File: src/rtl/imem_access_ctrl_if.sv
// Purpose : bundles the fetch, loader and BRAM-port signals of imem_access_ctrl.
// Latency : none; this is wiring only.
// Backpr. : requesters hold req/addr/data until their one-cycle gnt pulse.
//
// Modports:
//   slave  - the controller: takes requests and douta, drives grants and the BRAM port.
//   master - the environment: fetch stage, program loader and the BRAM read data.
// When IMEM_WPROT_EN is defined, wp_lock (in) and load_err (out) are added.
interface imem_access_ctrl_if #(
    parameter int ADDR_W = 32
);
    // instruction-fetch requester
    logic              fetch_req;
    logic [ADDR_W-1:0] fetch_addr;
    logic              fetch_gnt;
    logic              fetch_valid;
    logic [31:0]       fetch_instr;

    // program-loader requester
    logic              load_req;
    logic [ADDR_W-1:0] load_addr;
    logic [31:0]       load_data;
    logic [3:0]        load_be;
    logic              load_gnt;

    // BRAM port A
    logic [3:0]        wea;
    logic [ADDR_W-1:0] addra;
    logic [31:0]       dina;
    logic [31:0]       douta;

`ifdef IMEM_WPROT_EN
    logic              wp_lock;
    logic              load_err;

    modport slave (
        input  fetch_req, fetch_addr,
        input  load_req, load_addr, load_data, load_be,
        input  douta, wp_lock,
        output fetch_gnt, fetch_valid, fetch_instr,
        output load_gnt, load_err,
        output wea, addra, dina
    );

    modport master (
        output fetch_req, fetch_addr,
        output load_req, load_addr, load_data, load_be,
        output douta, wp_lock,
        input  fetch_gnt, fetch_valid, fetch_instr,
        input  load_gnt, load_err,
        input  wea, addra, dina
    );
`else
    modport slave (
        input  fetch_req, fetch_addr,
        input  load_req, load_addr, load_data, load_be,
        input  douta,
        output fetch_gnt, fetch_valid, fetch_instr,
        output load_gnt,
        output wea, addra, dina
    );

    modport master (
        output fetch_req, fetch_addr,
        output load_req, load_addr, load_data, load_be,
        output douta,
        input  fetch_gnt, fetch_valid, fetch_instr,
        input  load_gnt,
        input  wea, addra, dina
    );
`endif
endinterface

File: src/rtl/imem_access_ctrl.sv
// Purpose : arbitrates one instruction-memory BRAM port between fetch (reads) and loader (writes).
// Latency : grant 1 cycle after winning; fetch data READ_LAT+2 cycles after winning; write done at grant.
// Backpr. : one access in flight; losers hold req until gnt; loader wins unless fetch lost MAX_WAIT times.
//
// Ports:
//   clk, rst_n      - clock (also the BRAM clock) and synchronous active-low reset
//   bus (slave)     - fetch_req/addr -> fetch_gnt/valid/instr,
//                     load_req/addr/data/be -> load_gnt,
//                     BRAM port wea/addra/dina out, douta in
// Optional feature macro IMEM_WPROT_EN: adds bus.wp_lock / bus.load_err write protection.
// All outputs are registered.
module imem_access_ctrl #(
    parameter int ADDR_W   = 32,
    parameter int READ_LAT = 1,    // 1..3
    parameter int MAX_WAIT = 4     // 1..15
) (
    input  logic              clk,
    input  logic              rst_n,
    imem_access_ctrl_if.slave bus
);

    localparam logic [1:0] LAT_LAST = 2'(READ_LAT);
    localparam logic [3:0] WAIT_MAX = 4'(MAX_WAIT);

    typedef enum logic [1:0] {
        S_IDLE = 2'd0,
        S_WR   = 2'd1,
        S_RD   = 2'd2
    } state_t;

    state_t      state_q, state_d;
    logic [1:0]  lat_q, lat_d;       // cycles spent in RD since addra was driven
    logic [3:0]  wait_q, wait_d;     // consecutive arbitrations fetch has lost

    logic        fetch_win;
    logic        load_win;
    logic        rd_done;
    logic        wp_block;

    // registered outputs and their next values
    logic [3:0]        wea_q, wea_d;
    logic [ADDR_W-1:0] addra_q, addra_d;
    logic [31:0]       dina_q, dina_d;
    logic              fetch_gnt_q, fetch_gnt_d;
    logic              fetch_valid_q, fetch_valid_d;
    logic [31:0]       fetch_instr_q, fetch_instr_d;
    logic              load_gnt_q, load_gnt_d;

`ifdef IMEM_WPROT_EN
    logic              load_err_q, load_err_d;
    assign wp_block = bus.wp_lock;
`else
    assign wp_block = 1'b0;
`endif

    // douta is valid in the cycle where the RD counter reaches READ_LAT
    assign rd_done = (state_q == S_RD) && (lat_q == LAT_LAST);

    // ------------------------------------------------------------------
    // State register
    // ------------------------------------------------------------------
    always_ff @(posedge clk) begin
        if (!rst_n) begin
            state_q <= S_IDLE;
            lat_q   <= '0;
            wait_q  <= '0;
        end else begin
            state_q <= state_d;
            lat_q   <= lat_d;
            wait_q  <= wait_d;
        end
    end

    // ------------------------------------------------------------------
    // Next-state logic, including arbitration and the starvation count
    // ------------------------------------------------------------------
    always_comb begin
        state_d   = state_q;
        lat_d     = lat_q;
        wait_d    = wait_q;
        fetch_win = 1'b0;
        load_win  = 1'b0;

        unique case (state_q)
            S_IDLE: begin
                lat_d = '0;
                if (bus.fetch_req && (!bus.load_req || (wait_q >= WAIT_MAX))) begin
                    fetch_win = 1'b1;
                    state_d   = S_RD;
                    wait_d    = '0;
                end else if (bus.load_req) begin
                    load_win = 1'b1;
                    state_d  = S_WR;
                    // only a waiting fetch accumulates starvation credit
                    if (bus.fetch_req) begin
                        wait_d = (wait_q < WAIT_MAX) ? wait_q + 4'd1 : WAIT_MAX;
                    end else begin
                        wait_d = '0;
                    end
                end else begin
                    wait_d = '0;
                end
            end

            S_WR: begin
                state_d = S_IDLE;
            end

            S_RD: begin
                if (rd_done) begin
                    state_d = S_IDLE;
                    lat_d   = '0;
                end else begin
                    lat_d = lat_q + 2'd1;
                end
            end

            default: begin
                state_d = S_IDLE;
                lat_d   = '0;
            end
        endcase
    end

    // ------------------------------------------------------------------
    // Output logic: next values for the registered outputs
    // ------------------------------------------------------------------
    always_comb begin
        wea_d         = 4'h0;            // write enable only ever lives for the WR cycle
        addra_d       = addra_q;         // address and data hold between accesses
        dina_d        = dina_q;
        fetch_gnt_d   = 1'b0;
        fetch_valid_d = 1'b0;
        fetch_instr_d = fetch_instr_q;
        load_gnt_d    = 1'b0;
`ifdef IMEM_WPROT_EN
        load_err_d    = 1'b0;
`endif

        if (load_win) begin
            // a locked write is still granted so the loader does not stall,
            // but it never reaches the memory
            wea_d      = wp_block ? 4'h0 : bus.load_be;
            addra_d    = bus.load_addr;
            dina_d     = bus.load_data;
            load_gnt_d = 1'b1;
`ifdef IMEM_WPROT_EN
            load_err_d = wp_block;
`endif
        end

        if (fetch_win) begin
            addra_d     = bus.fetch_addr;
            fetch_gnt_d = 1'b1;
        end

        if (rd_done) begin
            fetch_valid_d = 1'b1;
            fetch_instr_d = bus.douta;
        end
    end

    // ------------------------------------------------------------------
    // Output registers
    // ------------------------------------------------------------------
    always_ff @(posedge clk) begin
        if (!rst_n) begin
            wea_q         <= 4'h0;
            addra_q       <= '0;
            dina_q        <= '0;
            fetch_gnt_q   <= 1'b0;
            fetch_valid_q <= 1'b0;
            fetch_instr_q <= '0;
            load_gnt_q    <= 1'b0;
`ifdef IMEM_WPROT_EN
            load_err_q    <= 1'b0;
`endif
        end else begin
            wea_q         <= wea_d;
            addra_q       <= addra_d;
            dina_q        <= dina_d;
            fetch_gnt_q   <= fetch_gnt_d;
            fetch_valid_q <= fetch_valid_d;
            fetch_instr_q <= fetch_instr_d;
            load_gnt_q    <= load_gnt_d;
`ifdef IMEM_WPROT_EN
            load_err_q    <= load_err_d;
`endif
        end
    end

    assign bus.wea         = wea_q;
    assign bus.addra       = addra_q;
    assign bus.dina        = dina_q;
    assign bus.fetch_gnt   = fetch_gnt_q;
    assign bus.fetch_valid = fetch_valid_q;
    assign bus.fetch_instr = fetch_instr_q;
    assign bus.load_gnt    = load_gnt_q;
`ifdef IMEM_WPROT_EN
    assign bus.load_err    = load_err_q;
`endif

endmodule

File: src/flat_wrapper.sv
// flat-port wrapper written by rule: the top's interface ports become plain ports
module imem_access_ctrl_flat 
#(
    parameter int ADDR_W   = 32,
    parameter int READ_LAT = 1,           
    parameter int MAX_WAIT = 4             
)
  (clk, rst_n, bus_fetch_req, bus_fetch_addr, bus_load_req, bus_load_addr, bus_load_data, bus_load_be, bus_douta, bus_fetch_gnt, bus_fetch_valid, bus_fetch_instr, bus_load_gnt, bus_wea, bus_addra, bus_dina);
  imem_access_ctrl_if #(.ADDR_W(ADDR_W)) bus_i ();
  input  logic clk;
  input  logic rst_n;
  input wire logic [$bits(bus_i.fetch_req)-1:0] bus_fetch_req;
  input wire logic [$bits(bus_i.fetch_addr)-1:0] bus_fetch_addr;
  input wire logic [$bits(bus_i.load_req)-1:0] bus_load_req;
  input wire logic [$bits(bus_i.load_addr)-1:0] bus_load_addr;
  input wire logic [$bits(bus_i.load_data)-1:0] bus_load_data;
  input wire logic [$bits(bus_i.load_be)-1:0] bus_load_be;
  input wire logic [$bits(bus_i.douta)-1:0] bus_douta;
  output wire logic [$bits(bus_i.fetch_gnt)-1:0] bus_fetch_gnt;
  output wire logic [$bits(bus_i.fetch_valid)-1:0] bus_fetch_valid;
  output wire logic [$bits(bus_i.fetch_instr)-1:0] bus_fetch_instr;
  output wire logic [$bits(bus_i.load_gnt)-1:0] bus_load_gnt;
  output wire logic [$bits(bus_i.wea)-1:0] bus_wea;
  output wire logic [$bits(bus_i.addra)-1:0] bus_addra;
  output wire logic [$bits(bus_i.dina)-1:0] bus_dina;
  assign bus_i.fetch_req = bus_fetch_req;
  assign bus_i.fetch_addr = bus_fetch_addr;
  assign bus_i.load_req = bus_load_req;
  assign bus_i.load_addr = bus_load_addr;
  assign bus_i.load_data = bus_load_data;
  assign bus_i.load_be = bus_load_be;
  assign bus_i.douta = bus_douta;
  assign bus_fetch_gnt = bus_i.fetch_gnt;
  assign bus_fetch_valid = bus_i.fetch_valid;
  assign bus_fetch_instr = bus_i.fetch_instr;
  assign bus_load_gnt = bus_i.load_gnt;
  assign bus_wea = bus_i.wea;
  assign bus_addra = bus_i.addra;
  assign bus_dina = bus_i.dina;
  imem_access_ctrl #(.ADDR_W(ADDR_W), .READ_LAT(READ_LAT), .MAX_WAIT(MAX_WAIT)) u_core (.clk(clk), .rst_n(rst_n), .bus(bus_i));
endmodule
File: config.mk
export PLATFORM = sky130hd
export DESIGN_NAME = imem_access_ctrl_flat
export DESIGN_NICKNAME = d
export VERILOG_FILES = /design/src/rtl/imem_access_ctrl_if.sv /design/src/rtl/imem_access_ctrl.sv /design/src/flat_wrapper.sv
export SDC_FILE = /design/constraint.sdc
export NUM_CORES = 1
export LEC_CHECK = 0
export CORE_AREA = 2 2 105 107
export CTS_BUF_LIST = sky130_fd_sc_hd__clkbuf_4
export CTS_CLUSTER_SIZE = 24
export DETAILED_ROUTE_END_ITERATION = 10
export DIE_AREA = 0 0 107 109
export PLACE_DENSITY = 0.85
export SLEW_MARGIN = 10
export SYNTH_ARGS = -nofsm -noshare
export SYNTH_HDL_FRONTEND = slang
export SYNTH_SLANG_ARGS = --single-unit
File: constraint.sdc
create_clock -name clk -period 2.6 [get_ports clk]
set_input_delay 0.78 -clock clk [delete_from_list [all_inputs] [get_ports clk]]
set_output_delay 0.78 -clock clk [all_outputs]
set_load 0.02 [all_outputs]
After elaboration in Yosys (flattened, before gate mapping)
Cells that the tools add are included.

word-level totals
  register bits = 111
  output and inout port bits = 103

cells by class
  add/sub/neg operators = 2
  equality and inequality tests = 5
  mux-type cells = 20
  reductions and logical operators = 8
  order comparisons = 2

operator list
  kind                                                    number
  2-to-1 mux 32 bit                                       2
  2-to-1 mux 4 bit                                        4
  2-to-1 mux 1 bit                                        8
  2-to-1 mux 2 bit                                        4
  case mux 2 bit (2 select lines)                         2
  adder 4 x 1 -> 4 bit (second input constant)            1
  == test 2 x 1 -> 1 bit (second input constant)          2
  >= comparator 4 x 3 -> 1 bit (second input constant)    1
  < comparator 4 x 3 -> 1 bit (second input constant)     1
  AND reduction 2 bit                                     2
  inequality test 3 x 2 -> 1 bit (second input constant)  1
  adder 2 x 1 -> 2 bit (second input constant)            1
  == test 2 bit (second input constant)                   1
  logical AND 1 bit                                       2
  logical NOT 2 bit                                       1
  inequality test 2 x 1 -> 1 bit (second input constant)  1
  nonzero test 2 bit                                      1
  logical NOT 1 bit                                       1
  logical OR 1 bit                                        1

Longest topological paths before layout
  depth after elaboration = 7
  depth in mapped cells = 6
  mapped depth without buffers = 3

Worst setup path after synthesis
Ideal clock, no wire load.

  kind = input to register
  start = input bus_load_req
  end = register u_core.dina_q[1] (netlist: u_core.bus.dina[1])
  stages = 5
  buffers on the path = 2
  setup time = 132 ps
  slack = 909 ps
  data arrival time = 1558 ps
  required time = 2468 ps
  cell sequence = or3b_1 > buf_6 > buf_6 > o21ai_1 > a21oi_1

between the ends
  longest elaborated chain between the ends = 5

RTL lines
  element               line                     text
  from (decl)           flat_wrapper.sv:14       input wire logic [$bits(bus_i.load_req)-1:0] bus_load_req;
  logical NOT 1 bit     imem_access_ctrl.sv:87   if (bus.fetch_req && (!bus.load_req || (wait_q >= WAIT_MAX))) begin
  logical OR 1 bit      imem_access_ctrl.sv:87
  logical AND 1 bit     imem_access_ctrl.sv:87
  2-to-1 mux 1 bit (*)  imem_access_ctrl.sv:87
  2-to-1 mux 1 bit (*)  imem_access_ctrl.sv:84   unique case (state_q)
  to (signal assigned)  imem_access_ctrl.sv:181  dina_q <= dina_d;
  to (decl)             imem_access_ctrl.sv:43   logic [31:0] dina_q, dina_d;

Every way passes the cells marked *; elsewhere a longest branch is shown, timed or not.
A chain may end at the register's enable or synchronous reset.

Final worst setup path
  start = register u_core.addra_q[27] (netlist: u_core.bus.addra[27])
  end = output bus_addra[27]

RTL lines
  element                 line                     text
  from (decl)             imem_access_ctrl.sv:42   logic [ADDR_W-1:0] addra_q, addra_d;
  from (signal assigned)  imem_access_ctrl.sv:180  addra_q <= addra_d;
  to (decl)               flat_wrapper.sv:24       output wire logic [$bits(bus_i.addra)-1:0] bus_addra;

No word-level cell between the ends.

==> summary by stage <==
Detailed routing
The number of nets with antenna violations after detailed routing is 0. The vias per cell is 5.284. After detailed routing, the total wire length is 13610 um. After detailed routing, the number of remaining DRC violations is 0. The via count of the routed design is 4645.

The average wire per standard cell is 15.48 um. After the first detailed-routing iteration, the DRC count stood at 297. The count of TritonRoute iterations in the first routing pass is 5.

Clock network
The clock tree synthesis step divided the H-tree into 3 levels. The number of setup buffers added after CTS is 0. Once the clock tree was built, the resizer swapped 0 gates to a different size. The cell sitting at the root of the clock tree is a sky130_fd_sc_hd__clkbuf_4. The insertion delay of the later-clocked pin in the worst-skew pair is 450 ps. The number of clock buffers inserted by TritonCTS is 9. TritonCTS built the clock tree. The hold buffer count at cts is 0.

Clock tree synthesis found a total of 111 sinks. In this run the deepest clock path goes through 2 buffers. The clock-pin slew of the registers on the worst-case setup and hold paths is 180 ps.

Synth
In the post-synthesis netlist, the biggest area contributors are sky130_fd_sc_hd__dfxtp_1 50%, sky130_fd_sc_hd__nand2_1 11%, sky130_fd_sc_hd__a21oi_1 7.9%. Counting distinct cell types in the post-synthesis netlist gives 34. The top cell type by area accounts for 49.96% of the synthesized area. The warning count from the yosys run is 0. Averaged over all synthesized cells, the footprint is 8.440 um^2. Summing the sequential cell areas from Yosys gives 49.96% of the chip area.

The number of nets handed over by synthesis was 664. The flip-flop and latch count after synthesis is 111. The leading area contributor after synthesis is sky130_fd_sc_hd__dfxtp_1. Summing every instance area after synthesis gives 4448 um^2. The gate count of the mapped netlist is 527.

Critical path
The category of the worst setup path launch point is a flip-flop. Grouping stages by cell kind, the critical path spends the most delay in buffers and inverters. The critical path class is reg2out. Data on the critical path arrives at its endpoint at 1470 ps. The highest cell delay on the worst timing path is 640 ps.

The maximum net fanout on the critical path is 2. At the worst endpoint, the required time is 1820 ps. The number of buffers and inverters on the critical path is 1. The critical path goes through clkdlybuf4s50_1. For this design, the slowest cell found on the critical path is sky130_fd_sc_hd__clkdlybuf4s50_1.

The worst setup path is captured at an output port.

Timing
The clock period minus final worst setup slack is 2254 ps. Measured against its own limit, the worst slew margin works out to 62.81%. Based on the critical path, the design can be clocked at up to 0.4437 GHz. Setup violations remaining at the end of the flow were counted as 0. Across the routed clock network, the largest skew measured is 30.28 ps.

The count of final max-slew check failures was 0. The actual slew at the worst max-slew pin is 557.0 ps. In the finished design, the share of the clock period the worst path needs comes to 86.68%. Setup repair after global routing left no endpoint under its margin. The number of endpoints with negative hold slack in the final report was 0. Setup total negative slack on the finished layout was measured at 0 ps.

Finish
Measured on the finished design, the core utilization comes to 66.10%. The library cell used most frequently in the layout, excluding fill and tap cells, is sky130_fd_sc_hd__clkdlybuf4s50_1. The share of final-layout standard cells stronger than drive strength 1 is 5.556%. The layout-stage area growth over the synthesis result is 57.55%. Leaving out fill and tap cells, the most frequent cells in the layout are 237 x sky130_fd_sc_hd__clkdlybuf4s50_1, 133 x sky130_fd_sc_hd__nand2_1, 111 x sky130_fd_sc_hd__dfxtp_1.

At the end of the flow, the number of nets in the layout was 871.

Power
The worst-case IR drop observed on VDD is 232.6 uV. The fraction of power consumed by combinational cells is 22.7%. The leakage dissipation is 0.002440 uW.

Per report_power, the clock group accounts for 24.0% of the total. The relative contribution of sequential cells to total power is 53.3%. The switching fraction of total power is 27.33%. In this run the power spent charging and discharging nets is 948.3 uW. Dividing total power by cell area gives a power density of 495.1 nW/um^2. The cell-internal power is 2521 uW.

GRT
Entering global routing, the biggest net connects 99 pins. The number of antenna violations at the first check in global routing is 0. The global router's overall resource usage is 22.71%. Summed over all layers, the global routing overflow is 0. The first-pass GRT wire length is 21480 um.

The via count of the first global-routing pass is 4522.

Status
The flow ran to the end, and the final reports show no timing, DRC or antenna violations.

Die
The floorplan die width is 107 um. The placement row count is 38. The placeable core area is 10600 um^2.

In this run the count of I/O pins placed on the die edge is 239. The die covers 11660 um^2. The starting utilization of the core area is 41.95%.

Measured along the y axis, the die boundary spans 109 um.

Min path
The tightest min-delay check is of the reg2reg type.

Run
The number of maximum-capacitance constraint violations is 0.

Placed design
Once detailed placement completed, the half-perimeter wirelength came to 9618 um. The routability congestion estimate is 0.7799. Input and output buffers added on the ports amount to 238.
kinds of logic (layout without fill, tap and decap cells):
kind of cell / count (synthesis) / count (layout) / synth area share [%]
buffers and inverters: 56 / 267 / 6.695
adders and majority gates: 1 / 1 / 0.2812
and+or+nand+nor: 191 / 191 / 19.41
DFF: 111 / 111 / 49.96
AOI/OAI and AO/OA: 168 / 168 / 23.66
other: 0 / 1 / 0
worst register-to-register path, cell delays in order (launching register included):
cell and delay (ps):
sky130_fd_sc_hd__dfxtp_1 560, sky130_fd_sc_hd__nor4bb_4 260, sky130_fd_sc_hd__buf_4 350, sky130_fd_sc_hd__nand2_1 130
sky130_fd_sc_hd__a21oi_1 150
final cells by class:
class                   count  area [um^2]
diodes                      1        2.502
clock buffers              11        82.58
clock inverters             4        47.55
fillers                   865         3595
inverters                   1        3.754
multi-input cells         360         1949
flip-flops and latches    111         2222
well taps                 140        175.2
repair buffers            251         2525
synthesized netlist by cell type:
cell type / n
sky130_fd_sc_hd__buf_1: 7
sky130_fd_sc_hd__nand4b_1: 1
sky130_fd_sc_hd__o21ai_2: 2
sky130_fd_sc_hd__nor3_4: 1
sky130_fd_sc_hd__dfxtp_1: 111
sky130_fd_sc_hd__a21oi_1: 70
sky130_fd_sc_hd__ha_1: 1
sky130_fd_sc_hd__buf_6: 8
sky130_fd_sc_hd__nand3_1: 32
sky130_fd_sc_hd__o221ai_1: 32
sky130_fd_sc_hd__nand4bb_1: 1
sky130_fd_sc_hd__o21ai_0: 3
sky130_fd_sc_hd__nor3_1: 1
sky130_fd_sc_hd__nand2b_1: 2
sky130_fd_sc_hd__o21ai_1: 28
sky130_fd_sc_hd__nand4_1: 2
sky130_fd_sc_hd__and2_1: 4
sky130_fd_sc_hd__inv_2: 1
sky130_fd_sc_hd__nand2_1: 133
sky130_fd_sc_hd__nand3b_1: 2
sky130_fd_sc_hd__or3b_1: 1
sky130_fd_sc_hd__and3_1: 1
sky130_fd_sc_hd__o21a_2: 1
sky130_fd_sc_hd__nor3b_2: 1
sky130_fd_sc_hd__nor3b_4: 1
sky130_fd_sc_hd__or2_1: 1
sky130_fd_sc_hd__clkbuf_1: 22
sky130_fd_sc_hd__nor2_1: 4
sky130_fd_sc_hd__buf_2: 16
sky130_fd_sc_hd__nand3b_2: 1
sky130_fd_sc_hd__o211ai_1: 32
sky130_fd_sc_hd__nor4bb_1: 1
sky130_fd_sc_hd__buf_4: 2
sky130_fd_sc_hd__or3b_2: 1
sequential cells by signal, indices dropped and copies added, names as in the netlist:
name	flops
u_core.bus.load_gnt	1
u_core.bus.wea	4
u_core.bus.fetch_valid	1
u_core.bus.fetch_gnt	1
u_core.lat_q	2
u_core.wait_q	4
u_core.bus.fetch_instr	32
u_core.state_q	2
u_core.bus.addra	32
u_core.bus.dina	32
worst paths after layout:
kind	startpoint	to	slack [ps]	depth (start not counted)
setup / recovery	u_core.bus.addra[27]$_SDFFE_PN0P_	bus_addra[27]	350	1
hold / removal	u_core.bus.fetch_instr[31]$_SDFFE_PN0P_	u_core.bus.fetch_instr[31]$_SDFFE_PN0P_	460	2
setup reg to reg	u_core.state_q[1]$_SDFFE_PN0P_	u_core.bus.fetch_instr[18]$_SDFFE_PN0P_	1090	4
hold reg to reg	u_core.bus.fetch_instr[31]$_SDFFE_PN0P_	u_core.bus.fetch_instr[31]$_SDFFE_PN0P_	460	2
power groups by stage:
stage	clock, uW	sequential [uW]	combinational [uW]
6_report	833	1850	786
5_1_grt	926	1860	842
4_1_cts	852	1850	791
3_5_place_dp	0	1880	788
3_3_place_gp	0	1880	771
2_1_floorplan	0	1980	263
layer usage:
metal	GRT usage, %	up-vias	routed length, um
li1	-	2270	-
met1	26.71	2143	5299
met2	39.17	212	6707
met3	7.770	20	1335
met4	7.050	0	267
met5	0	-	0
stage by stage:
| stage | cell area, um^2 | hold WS, ps | total power (uW) | setup slack [ps] | cells |
|---|---|---|---|---|---|
| after floorplan | 4448 | 428.7 | 2242 | 909.2 | 527 |
| after global placement | 6875 | 440.6 | 2654 | 274.2 | 863 |
| after detailed placement | 6875 | 447.7 | 2672 | 233.5 | 863 |
| after CTS | 7005 | 466.6 | 3494 | 310.9 | 878 |
| after global routing | 7005 | 485.7 | 3630 | 279.9 | 878 |
| final | 7008 | 462.4 | 3470 | 346.3 | 879 |
Power figures use the tool's default switching activity.
